[src/rtl/music_pkg.sv]
// Shared types and constants for the music front-panel controller.
package music_pkg;

    // Player control state
    typedef enum logic [1:0] {
        IDLE  = 2'd0,
        PLAY  = 2'd1,
        PAUSE = 2'd2
    } state_e;

    // speedup codes understood by the tone player
    localparam logic [2:0] SPEED_NORMAL = 3'd1;
    localparam logic [2:0] SPEED_FAST   = 3'd2;

    // Default beat timing of the player (100 MHz clock)
    localparam int unsigned BEAT_CYC_NORMAL_DEF = 32'd6250002;
    localparam int unsigned BEAT_CYC_FAST_DEF   = 32'd3125002;
    localparam int unsigned SONG_BEATS_DEF      = 32'd256;

    // Next speed code on a speed-button press; anything not FAST returns to
    // FAST so the output can never sit on an undefined code.
    function automatic logic [2:0] toggle_speed(input logic [2:0] cur);
        logic [2:0] nxt;
        if (cur == SPEED_FAST) begin
            nxt = SPEED_NORMAL;
        end else begin
            nxt = SPEED_FAST;
        end
        return nxt;
    endfunction

endpackage

[src/rtl/btn_debounce.sv]
// One push-button input path: 2-flop synchroniser, stability counter that
// accepts a new level only after DEBOUNCE_CYCLES consecutive differing
// samples, and a registered one-cycle pulse on each accepted rising level.
module btn_debounce #(
    parameter int unsigned DEBOUNCE_CYCLES = 32'd2000000
) (
    input  logic clk,
    input  logic rstn,
    input  logic btn,
    output logic pulse
);
    localparam int unsigned CNT_W = $clog2(DEBOUNCE_CYCLES + 32'd1);
    localparam logic [CNT_W-1:0] CNT_LAST = CNT_W'(DEBOUNCE_CYCLES - 32'd1);

    logic             sync1_r;
    logic             sync2_r;
    logic             stable_r;
    logic             stable_d_r;
    logic             pulse_r;
    logic [CNT_W-1:0] cnt_r;
    logic [CNT_W-1:0] cnt_n_s;
    logic             stable_n_s;

    // Bring the asynchronous button into the clk domain
    always_ff @(posedge clk or negedge rstn) begin
        if (!rstn) begin
            sync1_r <= 1'b0;
            sync2_r <= 1'b0;
        end else begin
            sync1_r <= btn;
            sync2_r <= sync1_r;
        end
    end

    // Count consecutive disagreeing samples; flip the stable level on the last one
    always_comb begin
        cnt_n_s    = cnt_r;
        stable_n_s = stable_r;
        if (sync2_r != stable_r) begin
            if (cnt_r == CNT_LAST) begin
                cnt_n_s    = {CNT_W{1'b0}};
                stable_n_s = ~stable_r;
            end else begin
                cnt_n_s    = cnt_r + CNT_W'(1);
                stable_n_s = stable_r;
            end
        end else begin
            cnt_n_s    = {CNT_W{1'b0}};
            stable_n_s = stable_r;
        end
    end

    // Debounce state and rising-edge pulse registers
    always_ff @(posedge clk or negedge rstn) begin
        if (!rstn) begin
            cnt_r      <= {CNT_W{1'b0}};
            stable_r   <= 1'b0;
            stable_d_r <= 1'b0;
            pulse_r    <= 1'b0;
        end else begin
            cnt_r      <= cnt_n_s;
            stable_r   <= stable_n_s;
            stable_d_r <= stable_r;
            pulse_r    <= stable_r & ~stable_d_r;
        end
    end

    assign pulse = pulse_r;

endmodule

[src/rtl/music_ctrl.sv]
// Front-panel controller for the buzzer tone player: debounced play/pause,
// stop (song restart pulse on song_rstn) and speed toggle, plus status LEDs.
// Optional build macro MUSIC_CTRL_AUTO_STOP_EN: count player beats and return
// to IDLE (with a restart pulse) once the whole song has been played.
module music_ctrl
    import music_pkg::*;
#(
    parameter int unsigned DEBOUNCE_CYCLES = 32'd2000000,
    parameter int unsigned RST_CYCLES      = 32'd4,
    parameter int unsigned BEAT_CYC_NORMAL = BEAT_CYC_NORMAL_DEF,
    parameter int unsigned BEAT_CYC_FAST   = BEAT_CYC_FAST_DEF,
    parameter int unsigned SONG_BEATS      = SONG_BEATS_DEF
) (
    input  logic       clk,
    input  logic       rstn,
    input  logic       btn_play,
    input  logic       btn_stop,
    input  logic       btn_speed,
    output logic       start,
    output logic [2:0] speedup,
    output logic       song_rstn,
    output logic       led_play,
    output logic       led_pause
);
    localparam int unsigned RST_W = $clog2(RST_CYCLES + 32'd1);
    localparam logic [RST_W-1:0] RST_LOAD = RST_W'(RST_CYCLES - 32'd1);

    logic             play_p_s;
    logic             stop_p_s;
    logic             speed_p_s;
    logic             end_s;
    logic             restart_s;
    state_e           state_r;
    state_e           state_n_s;
    logic             start_r;
    logic             led_play_r;
    logic             led_pause_r;
    logic [2:0]       speed_r;
    logic             song_rstn_r;
    logic [RST_W-1:0] rst_cnt_r;

    btn_debounce #(.DEBOUNCE_CYCLES(DEBOUNCE_CYCLES)) u_play (
        .clk(clk), .rstn(rstn), .btn(btn_play), .pulse(play_p_s)
    );
    btn_debounce #(.DEBOUNCE_CYCLES(DEBOUNCE_CYCLES)) u_stop (
        .clk(clk), .rstn(rstn), .btn(btn_stop), .pulse(stop_p_s)
    );
    btn_debounce #(.DEBOUNCE_CYCLES(DEBOUNCE_CYCLES)) u_speed (
        .clk(clk), .rstn(rstn), .btn(btn_speed), .pulse(speed_p_s)
    );

`ifdef MUSIC_CTRL_AUTO_STOP_EN
    localparam int unsigned BEAT_MAX = (BEAT_CYC_NORMAL > BEAT_CYC_FAST) ?
                                       BEAT_CYC_NORMAL : BEAT_CYC_FAST;
    localparam int unsigned BC_W = $clog2(BEAT_MAX + 32'd1);
    localparam int unsigned BN_W = $clog2(SONG_BEATS + 32'd1);

    logic [BC_W-1:0] beat_cyc_r;
    logic [BN_W-1:0] beat_cnt_r;
    logic [BC_W-1:0] beat_last_s;
    logic            beat_wrap_s;

    // Last cycle index of a beat at the current speed; a cycle count already at
    // or past it (after a switch to FAST) completes the beat immediately.
    always_comb begin
        beat_last_s = BC_W'(BEAT_CYC_NORMAL - 32'd1);
        if (speed_r == SPEED_FAST) begin
            beat_last_s = BC_W'(BEAT_CYC_FAST - 32'd1);
        end else begin
            beat_last_s = BC_W'(BEAT_CYC_NORMAL - 32'd1);
        end
    end

    assign beat_wrap_s = (state_r == PLAY) && (beat_cyc_r >= beat_last_s);
    assign end_s       = beat_wrap_s && (beat_cnt_r == BN_W'(SONG_BEATS - 32'd1));

    // Beat position tracking: runs in PLAY, holds in PAUSE, clears in IDLE
    always_ff @(posedge clk or negedge rstn) begin
        if (!rstn) begin
            beat_cyc_r <= {BC_W{1'b0}};
            beat_cnt_r <= {BN_W{1'b0}};
        end else if (restart_s || (state_r == IDLE)) begin
            beat_cyc_r <= {BC_W{1'b0}};
            beat_cnt_r <= {BN_W{1'b0}};
        end else if (state_r == PLAY) begin
            if (beat_wrap_s) begin
                beat_cyc_r <= {BC_W{1'b0}};
                beat_cnt_r <= beat_cnt_r + BN_W'(1);
            end else begin
                beat_cyc_r <= beat_cyc_r + BC_W'(1);
            end
        end else begin
            beat_cyc_r <= beat_cyc_r;
            beat_cnt_r <= beat_cnt_r;
        end
    end
`else
    logic unused_cfg_s;

    assign end_s        = 1'b0;
    assign unused_cfg_s = ^{BEAT_CYC_NORMAL[0], BEAT_CYC_FAST[0], SONG_BEATS[0]};
`endif

    // Stop button and end-of-song share one restart path
    assign restart_s = stop_p_s | end_s;

    // Next-state logic; a restart overrides any play/pause press
    always_comb begin
        state_n_s = state_r;
        if (restart_s) begin
            state_n_s = IDLE;
        end else begin
            case (state_r)
                IDLE: begin
                    if (play_p_s) state_n_s = PLAY;
                    else          state_n_s = IDLE;
                end
                PLAY: begin
                    if (play_p_s) state_n_s = PAUSE;
                    else          state_n_s = PLAY;
                end
                PAUSE: begin
                    if (play_p_s) state_n_s = PLAY;
                    else          state_n_s = PAUSE;
                end
                default: state_n_s = IDLE;
            endcase
        end
    end

    // State register and registered status outputs decoded from the next state
    always_ff @(posedge clk or negedge rstn) begin
        if (!rstn) begin
            state_r     <= IDLE;
            start_r     <= 1'b0;
            led_play_r  <= 1'b0;
            led_pause_r <= 1'b0;
        end else begin
            state_r     <= state_n_s;
            start_r     <= (state_n_s == PLAY);
            led_play_r  <= (state_n_s == PLAY);
            led_pause_r <= (state_n_s == PAUSE);
        end
    end

    // Speed toggle, independent of state and of the other buttons
    always_ff @(posedge clk or negedge rstn) begin
        if (!rstn) begin
            speed_r <= SPEED_NORMAL;
        end else if (speed_p_s) begin
            speed_r <= toggle_speed(speed_r);
        end else begin
            speed_r <= speed_r;
        end
    end

    // Song restart pulse: low from reset until the first edge, and for
    // RST_CYCLES cycles after each restart (a new restart reloads the count)
    always_ff @(posedge clk or negedge rstn) begin
        if (!rstn) begin
            song_rstn_r <= 1'b0;
            rst_cnt_r   <= {RST_W{1'b0}};
        end else if (restart_s) begin
            song_rstn_r <= 1'b0;
            rst_cnt_r   <= RST_LOAD;
        end else if (rst_cnt_r != {RST_W{1'b0}}) begin
            song_rstn_r <= 1'b0;
            rst_cnt_r   <= rst_cnt_r - RST_W'(1);
        end else begin
            song_rstn_r <= 1'b1;
            rst_cnt_r   <= {RST_W{1'b0}};
        end
    end

    assign start     = start_r;
    assign speedup   = speed_r;
    assign song_rstn = song_rstn_r;
    assign led_play  = led_play_r;
    assign led_pause = led_pause_r;

endmodule
[config.mk]
export PLATFORM = sky130hd
export DESIGN_NAME = music_ctrl
export DESIGN_NICKNAME = d
export VERILOG_FILES = /design/src/rtl/music_pkg.sv /design/src/rtl/btn_debounce.sv /design/src/rtl/music_ctrl.sv
export SDC_FILE = /design/constraint.sdc
export NUM_CORES = 1
export LEC_CHECK = 0
export ABC_AREA = 1
export CELL_PAD_IN_SITES_DETAIL_PLACEMENT = 1
export CELL_PAD_IN_SITES_GLOBAL_PLACEMENT = 1
export CORE_ASPECT_RATIO = 0.7
export CORE_MARGIN = 1.5
export CORE_UTILIZATION = 47
export CTS_CLUSTER_DIAMETER = 40
export DETAILED_ROUTE_END_ITERATION = 12
export PLACE_DENSITY = 0.83
export RECOVER_POWER = 50
export SETUP_SLACK_MARGIN = 0.1
export SYNTH_ARGS = -nofsm -noshare
export SYNTH_HDL_FRONTEND = slang
export SYNTH_SLANG_ARGS = --single-unit
[constraint.sdc]
create_clock -name clk -period 1.7 [get_ports clk]
set_clock_uncertainty 0.15 [all_clocks]
set_input_delay 0.425 -clock clk [delete_from_list [all_inputs] [get_ports clk]]
set_output_delay 0.425 -clock clk [all_outputs]
set_load 0.1 [all_outputs]
==> impl_metrics.ini, run 1 <==
[floorplan]
die_w_um = 119
io_pins = 12
start_util_pct = 48.7
die_h_um = 84.3
core_sq_mm = 0.00911
die_area_sq_mm = 0.0100
rows = 29

[cells_and_area]
mostFrequentLayoutCells = 86 x nor2_1, 83 x dfrtp_1, 71 x nand2_1
area.growth.synth_to_final_pct = 23.4
fin_nets = 575
drive_gt1_share_pct = 24.1
diodes = 0
final_common_cell = nor2_1
num-fill-cells = 1056
stdcell_area_sq_mm = 0.00547

[sta]
timing.fmax_ghz = 0.590
setup_violations = 0
finalCriticalPeriod_ns = 1.70
slew_headroom_pct = 50.1
worst_pin_slew_ns = 0.749
finalHoldViolations = 0
rsz0062_at_grt = true
post-route-period-util_pct = 99.7
slew_viol_final = 0

[global_route]
grt_pass1_wl_mm = 20.0
grtUsageTotal_pct = 25.4
grt_pass1_vias = 4036
grt_start_max_net_pins = 55
grt_antenna_before_repair = 0
overflow = 0

[synth]
synth_area_leaders = dfrtp_1 49%, nor2_1 8.9%, nand2_1 6.5%
yosysWarnings = 0
synth_fp_nets = 538
yosysSeqAreaShare_pct = 49.7
yosys.area.top_type_share_pct = 49.1
synth.distinct_cells = 32
synth_seq_cells = 88
synth_area_sq_mm = 0.00443
syn_inst = 530
synth.largest_area_cell = dfrtp_1
synth.avg_cell_area_sq_um = 8.36

[worst_hold_path]
whs_endpoint = u_speed.sync2_r
hold_class = reg -> reg
hold_depth = 0
hold_start = u_speed.sync1_r

[place]
port_buffers = 10
dpl.hpwl_mm = 8.16
gp_congestion = 0.864
dpl-instance-area_sq_mm = 0.00480

[setup_path]
rr_worst_depth = 6
crit_path_end_kind = register
path_max_fanout = 7
setup.worst_path.start_class = register
cp.arrival_ns = 1.77
reg2reg_from = u_stop.cnt_r[0]
worst_path_max_delay_cell = dfrtp_1
critPathRequiredTime_ns = 1.78
worst_r2r_endpoint = u_stop.cnt_r[15]
r2r_slack_ns = 0.004
critical_path_class = reg -> reg
cpPeakStageDelay_ns = 0.41
path_cells = ha_4 -> nand4_1 -> nor2_2 -> nand3_4 -> nand3_1 -> nor2_1
critPathTopFamily = simple AND/OR/NAND/NOR gates
crit_buf_inv = 0

[pwr]
pwr-share-comb_pct = 4.0
p_total_uw = 4520
seqPwrFrac_pct = 47.3
pwr_density_cell_mw_per_mm2 = 827
internal-power_uw = 3480
power_frac_clock_pct = 48.7
vdd_drop_max_uv = 800
switching_share_pct = 23.0
power.leakage_uw = 0.00243
switchingPower_uw = 1040

[clock_tree]
htree_levels = 3
cts_tree = yes
cts_buffers = 9
path_clk_slew_ns = 0.07
insertion_delay_ns = 0.35
root_buffer = clkbuf_16
cts_buffer_depth = 2
cts.sinks = 88

[flow_run]
drv_cap = 0

[routing]
wl_mm = 12.9
final_antenna_net_count = 0
avgRoutedWirePerCell_um = 18.6
drc = 0
drt_iter0_markers = 285
drtPass1Iterations = 4
vias_per_cell = 5.39
vias = 3750

[outcome]
status = finished clean
cell families (layout without fill, tap and decap cells):
kind of cell / Yosys count / count (layout) / synth area share (%)
buffers and inverters: 74 / 116 / 6.44
other: 1 / 1 / 0.0846
adders and majority gates: 3 / 3 / 0.847
AOI/OAI and AO/OA: 36 / 36 / 4.26
and+or+nand+nor: 297 / 297 / 32.0
DFF: 88 / 88 / 49.7
xor gates and xnor gates: 31 / 31 / 6.63
worst max-delay path by stage:
stage                   endpoint             start  cells after the start
5_1_grt         u_stop.cnt_r[15]   u_stop.cnt_r[0]                      6
4_1_cts               speedup[0]        speedup[0]                      1
2_1_floorplan         speedup[1]        speedup[1]                      2
3_3_place_gp   u_speed.cnt_r[10]  u_speed.cnt_r[0]                      8
3_5_place_dp    u_play.cnt_r[20]   u_play.cnt_r[0]                      8
6_report        u_stop.cnt_r[15]   u_stop.cnt_r[0]                      6
power by group through the flow:
stage,registers (uW),clock network [uW],logic (uW)
6_report,2140,2200,180
5_1_grt,2140,2320,202
4_1_cts,2140,2210,174
3_5_place_dp,2170,0,159
3_3_place_gp,2170,0,152
2_1_floorplan,2170,0,71.1
timing repair:
item | in CTS | in global routing
endpoints found under the setup margin | 31 | 51
resized for setup | 16 | 51
pin swaps | 7 | 21
hold endpoints to repair | 87 | 0
buffers inserted | 4 | 8
hold buffers | 1 | 0
area by class of cell:
class                           instances  area (sq um)  area share [%]
Multi-Input combinational cell        368          2200            40.2
Tap cell                              124           155            2.84
Sequential cell                        88          2210            40.4
Clock buffer                            9           225            4.12
Clock inverter                          7           104            1.90
Timing Repair Buffer                   28           305            5.58
Inverter                               72           273            4.99
state kept, by name, indices dropped and copies added, names as in the netlist, 2 cells and up:
register,count
u_stop.cnt_r,21
state_r,2
speedup,2
rst_cnt_r,3
u_play.cnt_r,21
u_speed.cnt_r,21
per-layer routing:
layer / track usage [%] / vias to the layer above / wire [um]
met2: 43.6 / 85 / 6650
met4: 8.54 / 0 / 268
li1: - / 1741 / -
met1: 31.9 / 1897 / 5550
met3: 6.18 / 27 / 457
met5: 0 / - / 0
Yosys cell counts:
master and count:
inv_2 2, nand4_1 5, nand2_2 11, ha_1 3, nor3_1 10, a21o_1 1, o21ai_0 6, nand2_1 77
inv_1 69, a211oi_1 2, nor3b_1 2, buf_4 2, nor2_2 15, nor3_2 1, nand3_2 5, nor3_4 1
dfstp_2 1, clkinv_1 1, nand2_4 2, dfrtp_1 87, a21oi_1 20, or2_1 1, nand3_4 1, nor2_1 105
nand3_1 53, xor2_1 23, o21ai_1 6, xnor2_2 3, xnor2_1 5, a31oi_1 1, conb_1 1, nor2_4 8
metrics by stage:
step	hold slack [ns]	setup TNS, ns	setup slack [ns]	util [%]	cells
2_1_floorplan	-0.0206	0	0.156	-	530
3_3_place_gp	0.184	0	0.113	52.7	667
3_5_place_dp	0.192	0	0.0317	52.7	667
4_1_cts	0.200	0	0.0409	57.4	688
5_1_grt	0.218	-0.811	-0.0918	60.0	696
6_report	0.199	0	0.00433	60.0	696
No activity file was read; power rests on OpenSTA's default activity.
==> run 2: changes to the inputs <==
==> constraint.sdc (replaced) <==
create_clock -name clk -period 1.75 [get_ports clk]
set_clock_uncertainty 0.15 [all_clocks]
set_input_delay 0.4375 -clock clk [delete_from_list [all_inputs] [get_ports clk]]
set_output_delay 0.4375 -clock clk [all_outputs]
set_load 0.1 [all_outputs]
==> impl_metrics.ini, run 2 (synthesis results as in run 1) <==
[outcome]
status = finished clean

[flow_run]
drv_cap = 0

[sta]
slew_viol_final = 0
finalHoldViolations = 0
fin_tns_setup_ns = 0
timing.hold.ws_ns = 0.202
setup_violations = 0
rsz0062_at_grt = true
post-route-period-util_pct = 95.9
timing.fmax_ghz = 0.596
finalCriticalPeriod_ns = 1.68

[clock_tree]
htree_levels = 3
insertion_delay_ns = 0.34
cts.sinks = 88
path_clk_slew_ns = 0.06
cts_tree = yes
cts_buffer_depth = 2
root_buffer = clkbuf_16
cts_buffers = 9

[setup_path]
critical_path_class = reg -> out
crit_path_end_kind = primary output
cpPeakStageDelay_ns = 0.56
critPathTopFamily = flip-flops
setup.worst_path.start_class = register
worst_path_max_delay_cell = dfstp_1
startpoint = speedup[0]
crit_buf_inv = 1
path_cells = buf_12
critPathRequiredTime_ns = 1.16
cp.arrival_ns = 1.09
reg2reg_from = u_stop.cnt_r[1]
path_max_fanout = 2

[global_route]
overflow = 0
grtUsageTotal_pct = 25.2
grt_pass1_wl_mm = 19.7
grt_start_max_net_pins = 33
grt_antenna_before_repair = 0
grt_pass1_vias = 3872

[worst_hold_path]
hold_start = u_speed.sync1_r
hold_class = reg -> reg

[pwr]
pwr_density_cell_mw_per_mm2 = 786
p_total_uw = 4160
pwr-share-comb_pct = 4.0
power.leakage_uw = 0.00233
seqPwrFrac_pct = 50.0
switching_share_pct = 21.6
internal-power_uw = 3260
switchingPower_uw = 898
power_frac_clock_pct = 46.0
vdd_drop_max_uv = 526

[floorplan]
start_util_pct = 48.7
die_area_sq_mm = 0.0100
die_h_um = 84.3
die_w_um = 119
io_pins = 12
core_sq_mm = 0.00911
rows = 29

[routing]
drc = 0
vias = 3651
avgRoutedWirePerCell_um = 17.2
final_antenna_net_count = 0
wl_mm = 12.0
drt_iter0_markers = 192
vias_per_cell = 5.23
drtPass1Iterations = 4

[cells_and_area]
drive_gt1_share_pct = 18.5
reg.largest.list = u_play.cnt_r (21), u_speed.cnt_r (21), u_stop.cnt_r (21)
final_common_cell = nor2_1
mostFrequentLayoutCells = 93 x nor2_1, 86 x dfrtp_1, 73 x nand2_1
final_cell_count_no_fill = 698
fin_nets = 577
fin_util_pct = 58.1
diodes = 0
area.growth.synth_to_final_pct = 19.4

[place]
dpl.hpwl_mm = 8.28
gp_congestion = 0.866
port_buffers = 10
placed_cells = 671
## run 2: changes by cell type in the layout (fill, tap and decap cells not counted), sizes merged
cell	previous run	this run
inv	73	71
clkinv	4	1
clkbuf	9	20
buf	24	21
bufinv	2	1
## run 2: layer usage
metal	share of wire, %	GRT usage [%]
met5	0	0
met1	45	33.9
met4	2.0	8.87
met3	3.9	4.96
met2	49	41.1
## run 2: area by class of cell
type,instances,area (sq um)
Fill cell,1095,3810
Sequential cell,88,2200
Multi-Input combinational cell,368,2080
Timing Repair Buffer,30,295
Inverter,72,270
Clock buffer,15,258
Tap cell,124,155
Clock inverter,1,30.0
## run 2: worst paths after layout
kind	end	slack, ns	depth (start not counted)
max	speedup[0]	0.07	1
min	u_speed.sync2_r	0.20	0
max in group asynchronous	u_speed.cnt_r[0]	0.26	3
min reg2reg	u_speed.sync2_r	0.20	0
min in group asynchronous	u_stop.cnt_r[3]	0.43	2
max reg2reg	u_stop.cnt_r[12]	0.10	8
## run 2: power groups by stage
stage               Sequential [uW]  Clock [uW]  Combinational, uW
floorplan                      2110           0               69.0
finish                         2080        1920                166
global route                   2080        2030                188
detailed placement             2110           0                155
global placement               2110           0                149
CTS                            2080        1950                162
## run 2: per-stage QoR
stage          instance area [sq um]  setup slack [ns]
3_5_place_dp                    4810            0.0909
2_1_floorplan                   4430             0.126
4_1_cts                         5140            0.0847
5_1_grt                         5290           0.00566
3_3_place_gp                    4810             0.182
6_report                        5290            0.0722
## run 2: timing repair
item,CTS,global route
buffers inserted,1,9
setup endpoints to repair,18,44
gates resized for setup,6,31
hold buffers,1,0
hold endpoints to repair,26,0
gates cloned,0,0
pin swaps,2,11
==> run 3: changes to the inputs <==
--- a/config.mk
+++ b/config.mk
@@ -6,6 +6,7 @@
 export NUM_CORES = 1
 export LEC_CHECK = 0
 export ABC_AREA = 1
+export ABC_CLOCK_PERIOD_IN_PS = 1750
 export CELL_PAD_IN_SITES_DETAIL_PLACEMENT = 1
 export CELL_PAD_IN_SITES_GLOBAL_PLACEMENT = 1
 export CORE_ASPECT_RATIO = 0.7
==> results of run 3 <==
No change in the layout: final DEF, timing and power equal those of run 2.
